==> src/rtl/cpu_reset_seq_if.sv <==
// Handshake bundle between the boot control register, the m68k core reset and the address decoder.
// The slave modport is the sequencer's view; the master modport is the boot-control/CPU side.
`ifndef MODE_RAM
`define MODE_RAM        2'd0
`define MODE_BOOTLOADER 2'd1
`define MODE_BOOTSTRAP  2'd2
`endif

interface cpu_reset_seq_if;
  logic       req_i;
  logic [1:0] mode_i;
  logic       cpu_cyc_i;
  logic       cpu_rst_o;
  logic [1:0] mode_o;
  logic       busy_o;
  logic       drain_to_o;
  logic [7:0] rst_count_o;

  modport slave (
    input  req_i, mode_i, cpu_cyc_i,
    output cpu_rst_o, mode_o, busy_o, drain_to_o, rst_count_o
  );

  modport master (
    output req_i, mode_i, cpu_cyc_i,
    input  cpu_rst_o, mode_o, busy_o, drain_to_o, rst_count_o
  );
endinterface

==> src/rtl/cpu_reset_seq.sv <==
// m68k reset sequencer: drains the current bus cycle, stretches reset, and only lets the
// memory mode follow boot control while the core is held in reset.
`ifndef MODE_RAM
`define MODE_RAM        2'd0
`define MODE_BOOTLOADER 2'd1
`define MODE_BOOTSTRAP  2'd2
`endif

module cpu_reset_seq #(
  parameter int unsigned HOLD_CYCLES   = 16,
  parameter int unsigned SETTLE_CYCLES = 4,
  parameter int unsigned DRAIN_TIMEOUT = 64
) (
  input  logic                  wb_clk_i,
  input  logic                  wb_rst_i,
  cpu_reset_seq_if.slave        bus
);

  typedef enum logic [1:0] {
    ST_IDLE   = 2'd0,
    ST_DRAIN  = 2'd1,
    ST_HOLD   = 2'd2,
    ST_SETTLE = 2'd3
  } state_t;

  localparam logic [7:0] HOLD_LAST   = 8'(HOLD_CYCLES - 1);
  localparam logic [7:0] SETTLE_LAST = 8'(SETTLE_CYCLES - 1);
  localparam logic [7:0] DRAIN_LAST  = 8'(DRAIN_TIMEOUT - 1);

  state_t     state_q, state_d;
  logic [7:0] cnt_q, cnt_d;
  logic [1:0] mode_q, mode_d;
  logic       drain_to_q, drain_to_d;
  logic [7:0] rst_count_q, rst_count_d;
  logic       cpu_rst_q, cpu_rst_d;
  logic       busy_q, busy_d;

  always_comb begin
    state_d     = state_q;
    cnt_d       = cnt_q;
    mode_d      = mode_q;
    drain_to_d  = drain_to_q;
    rst_count_d = rst_count_q;
    // Outputs lag the state register by one edge so mode updates line up with cpu_rst_o.
    cpu_rst_d   = (state_q == ST_HOLD) || (state_q == ST_SETTLE);
    busy_d      = (state_q != ST_IDLE);

    unique case (state_q)
      ST_IDLE: begin
        if (bus.req_i) begin
          state_d = bus.cpu_cyc_i ? ST_DRAIN : ST_HOLD;
          cnt_d   = 8'd0;
          if (rst_count_q != 8'hFF) rst_count_d = rst_count_q + 8'd1;
        end
      end
      ST_DRAIN: begin
        if (!bus.cpu_cyc_i) begin
          state_d = ST_HOLD;
          cnt_d   = 8'd0;
        end else if (cnt_q == DRAIN_LAST) begin
          state_d    = ST_HOLD;
          cnt_d      = 8'd0;
          drain_to_d = 1'b1;
        end else begin
          cnt_d = cnt_q + 8'd1;
        end
      end
      ST_HOLD: begin
        mode_d = bus.mode_i;
        if (bus.req_i) begin
          cnt_d = 8'd0;
        end else if (cnt_q == HOLD_LAST) begin
          state_d = ST_SETTLE;
          cnt_d   = 8'd0;
        end else begin
          cnt_d = cnt_q + 8'd1;
        end
      end
      ST_SETTLE: begin
        if (bus.req_i) begin
          state_d = ST_HOLD;
          cnt_d   = 8'd0;
        end else if (cnt_q == SETTLE_LAST) begin
          state_d = ST_IDLE;
          cnt_d   = 8'd0;
        end else begin
          cnt_d = cnt_q + 8'd1;
        end
      end
      default: begin
        state_d = ST_HOLD;
        cnt_d   = 8'd0;
      end
    endcase
  end

  always_ff @(posedge wb_clk_i) begin
    if (wb_rst_i) begin
      state_q     <= ST_HOLD;
      cnt_q       <= 8'd0;
      mode_q      <= `MODE_BOOTSTRAP;
      drain_to_q  <= 1'b0;
      rst_count_q <= 8'd0;
      cpu_rst_q   <= 1'b1;
      busy_q      <= 1'b1;
    end else begin
      state_q     <= state_d;
      cnt_q       <= cnt_d;
      mode_q      <= mode_d;
      drain_to_q  <= drain_to_d;
      rst_count_q <= rst_count_d;
      cpu_rst_q   <= cpu_rst_d;
      busy_q      <= busy_d;
    end
  end

  assign bus.cpu_rst_o   = cpu_rst_q;
  assign bus.mode_o      = mode_q;
  assign bus.busy_o      = busy_q;
  assign bus.drain_to_o  = drain_to_q;
  assign bus.rst_count_o = rst_count_q;

endmodule

==> src/flat_wrapper.sv <==
// flat-port wrapper written by rule: the top's interface ports become plain ports
module cpu_reset_seq_flat 
#(
  parameter int unsigned HOLD_CYCLES   = 16,
  parameter int unsigned SETTLE_CYCLES = 4,
  parameter int unsigned DRAIN_TIMEOUT = 64
)
  (wb_clk_i, wb_rst_i, bus_req_i, bus_mode_i, bus_cpu_cyc_i, bus_cpu_rst_o, bus_mode_o, bus_busy_o, bus_drain_to_o, bus_rst_count_o);
  cpu_reset_seq_if bus_i ();
  input  logic wb_clk_i;
  input  logic wb_rst_i;
  input wire logic [$bits(bus_i.req_i)-1:0] bus_req_i;
  input wire logic [$bits(bus_i.mode_i)-1:0] bus_mode_i;
  input wire logic [$bits(bus_i.cpu_cyc_i)-1:0] bus_cpu_cyc_i;
  output wire logic [$bits(bus_i.cpu_rst_o)-1:0] bus_cpu_rst_o;
  output wire logic [$bits(bus_i.mode_o)-1:0] bus_mode_o;
  output wire logic [$bits(bus_i.busy_o)-1:0] bus_busy_o;
  output wire logic [$bits(bus_i.drain_to_o)-1:0] bus_drain_to_o;
  output wire logic [$bits(bus_i.rst_count_o)-1:0] bus_rst_count_o;
  assign bus_i.req_i = bus_req_i;
  assign bus_i.mode_i = bus_mode_i;
  assign bus_i.cpu_cyc_i = bus_cpu_cyc_i;
  assign bus_cpu_rst_o = bus_i.cpu_rst_o;
  assign bus_mode_o = bus_i.mode_o;
  assign bus_busy_o = bus_i.busy_o;
  assign bus_drain_to_o = bus_i.drain_to_o;
  assign bus_rst_count_o = bus_i.rst_count_o;
  cpu_reset_seq #(.HOLD_CYCLES(HOLD_CYCLES), .SETTLE_CYCLES(SETTLE_CYCLES), .DRAIN_TIMEOUT(DRAIN_TIMEOUT)) u_core (.wb_clk_i(wb_clk_i), .wb_rst_i(wb_rst_i), .bus(bus_i));
endmodule
==> config.mk <==
export PLATFORM = sky130hd
export DESIGN_NAME = cpu_reset_seq_flat
export DESIGN_NICKNAME = d
export VERILOG_FILES = /design/src/rtl/cpu_reset_seq_if.sv /design/src/rtl/cpu_reset_seq.sv /design/src/flat_wrapper.sv
export SDC_FILE = /design/constraint.sdc
export NUM_CORES = 1
export LEC_CHECK = 0
export ABC_AREA = 1
export CORE_MARGIN = 1
export CORE_UTILIZATION = 56
export DETAILED_ROUTE_END_ITERATION = 10
export PLACE_DENSITY_LB_ADDON = 0.05
export SYNTH_ARGS = -nofsm -noshare
export SYNTH_HDL_FRONTEND = slang
export SYNTH_SLANG_ARGS = --single-unit
export TNS_END_PERCENT = 10
==> constraint.sdc <==
create_clock -name wb_clk_i -period 3.4 [get_ports wb_clk_i]
set_clock_uncertainty 0.05 [all_clocks]
set_input_delay 0.51 -clock wb_clk_i [delete_from_list [all_inputs] [get_ports wb_clk_i]]
set_output_delay 0.51 -clock wb_clk_i [all_outputs]
set_load 0.02 [all_outputs]
==> metrics <==
status finished clean; TritonCTS Buffers 3; global router's overall resource usage 23.6%; Leak Pwr 0.000568 uW; die area 2370 um^2; Worst Hold Launch u_core.bus.mode_o[1]$_SDFFE_PP1P_; commonest non-fill, non-tap cell in the layout nand2_1; kind of cell adding the most delay to the critical path buffers and inverters; Fmax 499 MHz; Post-CTS Setup Bufs 0; Final setup viols 0; core area 2000 um^2; Tmin final 2000 ps; most frequent cells in the layout 44 x nand2_1, 23 x dfxtp_1, 18 x clkdlybuf4s50_1; worst slack at placement 1390 ps; syn nets 180; clock tree sinks 23; GR Overflow Total 0; Routed Antenna Nets 0; Setup TNS 0 ps; final setup margin 1400 ps; Starting Density 60.9%; arrival time at the worst endpoint 1440 ps; worst reg2reg path depth 10; Tcrit/Tclk final 58.9%; Skew-Pair Late Insertion Delay 320 ps; Unique masters post-synth 25; Mapped Area 1220 um^2; critical path peak fanout 7; area grow syn2layout 18.7%; r2r setup slk 1780 ps; largest net degree at the start of global routing 14; Pwr Density 298 nW/um^2; worst path bufs/invs 1; CP startpoint kind flip-flop; DR DRC count 0; vias in the first global route 1025; Final Hold Vio Count 0; hold_buf cts 0; clk buf depth 2; die width 48.7 um; vias per cell 5.26; post-CTS sizing 0; Crit Reg-Reg Endpoint u_core.state_q[1]$_SDFFE_PP1P_; Max-Cap Viols 0; crit path cell chain clkdlybuf4s50_1; YS warnings 0; Worst-Margin Slew 537 ps; max-slew violations 0; min-delay worst type reg -> reg; maximum vdd drop 208 uV; die height 48.7 um; vias 1147; CTS H-tree depth 1; CTS tree built; kind of critical path reg -> out; share of layout cells above drive strength 1 11.5%; clk root buf clkbuf_4; global-route wire length before repair 4.33 mm; drt pass-1 iters 4; fin cells 218; DP Cell Count 214; Site Rows 16; initial antenna violation count 0; WL final 2.53 mm; Reg-to-Reg Start u_core.cnt_q[0]$_SDFFE_PP0P_; post-DR wirelength/cell 11.6 um; WHS Endpoint u_core.bus.mode_o[1]$_SDFFE_PP1P_; final weighted congestion in routability-driven placement 0.847; largest stage delay on the critical path 650 ps; Worst Hold Depth 2; mean post-synth cell area 7.09 um^2; post-synthesis sequential area ratio 37.7%; CP max stage cell clkdlybuf4s50_1; Seq cells post-synth 23; # nets final 200; Worst Path Required 2840 ps; Antenna Cells 0; Relative slew margins 64.1%; initial DRC count 30; FILL cells 172; CTS clk-pin slew, worst paths 130 ps; # IOs 19; number of buffers added on ports 18; Cells after Synth 172; unrepaired setup endpoints after global routing false; final HPWL from detailed placement 1.90 mm; crit end category output pin; WHS 444 ps
## cell families (layout without fill, tap and decap cells)
logic type / after synthesis / after routing / synth area share, %
DFF: 23 / 23 / 37.7
AOI/OAI and AO/OA: 28 / 28 / 12.0
adders and majority gates: 2 / 2 / 2.05
and+or+nand+nor: 91 / 91 / 36.5
buffers and inverters: 21 / 40 / 6.67
xor gates and xnor gates: 7 / 7 / 5.03
## how the worst max path moves through the flow
stage	slack [ps]	to	depth (start not counted)	from
floorplan	1830	u_core.bus.rst_count_o[0]$_SDFFE_PP0P_	8	u_core.bus.rst_count_o[0]$_SDFFE_PP0P_
global placement	1440	u_core.bus.rst_count_o[0]$_SDFFE_PP0P_	4	wb_rst_i
detailed placement	1390	u_core.state_q[1]$_SDFFE_PP1P_	5	wb_rst_i
CTS	1390	bus_rst_count_o[2]	1	u_core.bus.rst_count_o[2]$_SDFFE_PP0P_
global route	1350	bus_rst_count_o[2]	1	u_core.bus.rst_count_o[2]$_SDFFE_PP0P_
finish	1400	bus_rst_count_o[2]	1	u_core.bus.rst_count_o[2]$_SDFFE_PP0P_
## state kept, by name, summed over array words and instances, names as in the netlist
name                    cells
u_core.bus.rst_count_o      8
u_core.cnt_q                8
u_core.bus.mode_o           2
u_core.state_q              2
u_core.bus.busy_o           1
u_core.bus.cpu_rst_o        1
u_core.bus.drain_to_o       1
## metrics by stage
step / area (um^2) / utilization, % / power, uW
CTS: 1450 / 72.3 / 432
detailed placement: 1420 / 70.9 / 306
finish: 1450 / 72.3 / 431
global placement: 1420 / 70.9 / 305
floorplan: 1220 / - / 293
global route: 1450 / 72.3 / 445
## synth_stat cells
library cell | instances | area [um^2]
nand2_1 | 44 | 165
dfxtp_1 | 23 | 460
inv_1 | 17 | 63.8
a21oi_1 | 16 | 80.1
nor2_1 | 13 | 48.8
nand3_1 | 12 | 60.1
o21ai_0 | 8 | 40.0
nor2_2 | 6 | 37.5
xor2_1 | 4 | 35.0
nand3_2 | 3 | 30.0
nand4_1 | 3 | 18.8
nor2_4 | 3 | 33.8
xnor2_1 | 3 | 26.3
buf_2 | 2 | 10.0
ha_1 | 2 | 25.0
nand2_2 | 2 | 12.5
nor3_1 | 2 | 10.0
o21ai_1 | 2 | 10.0
clkbuf_1 | 1 | 3.75
inv_2 | 1 | 3.75
nand2_4 | 1 | 11.3
nor3_2 | 1 | 10.0
nor3b_1 | 1 | 7.51
o21a_1 | 1 | 7.51
o21ai_2 | 1 | 8.76
## report_power, final
group	switching [uW]	internal (uW)	leakage, uW
Sequential	2.19	272	0.000186
Clock	87.5	44.1	0.0000177
Combinational	14.1	11.2	0.000364
Total	104	328	0.000568
## routing by layer
layer | routed length, um | vias up | GRT usage [%]
li1 | - | 591 | -
met1 | 1210 | 522 | 29.1
met2 | 1190 | 27 | 39.4
met3 | 83 | 7 | 4.40
met4 | 51 | 0 | 11.3
met5 | 0 | - | 0
## area by class of cell
class | instances | area, um^2 | share of cell area (%)
Multi-Input combinational cell | 128 | 678 | 46.8
Sequential cell | 23 | 460 | 31.8
Timing Repair Buffer | 18 | 180 | 12.4
Inverter | 18 | 67.6 | 4.67
Tap cell | 27 | 33.8 | 2.33
Clock buffer | 3 | 22.5 | 1.56
Clock inverter | 1 | 5.00 | 0.346
Note: power is estimated with default switching activity, not from simulation.
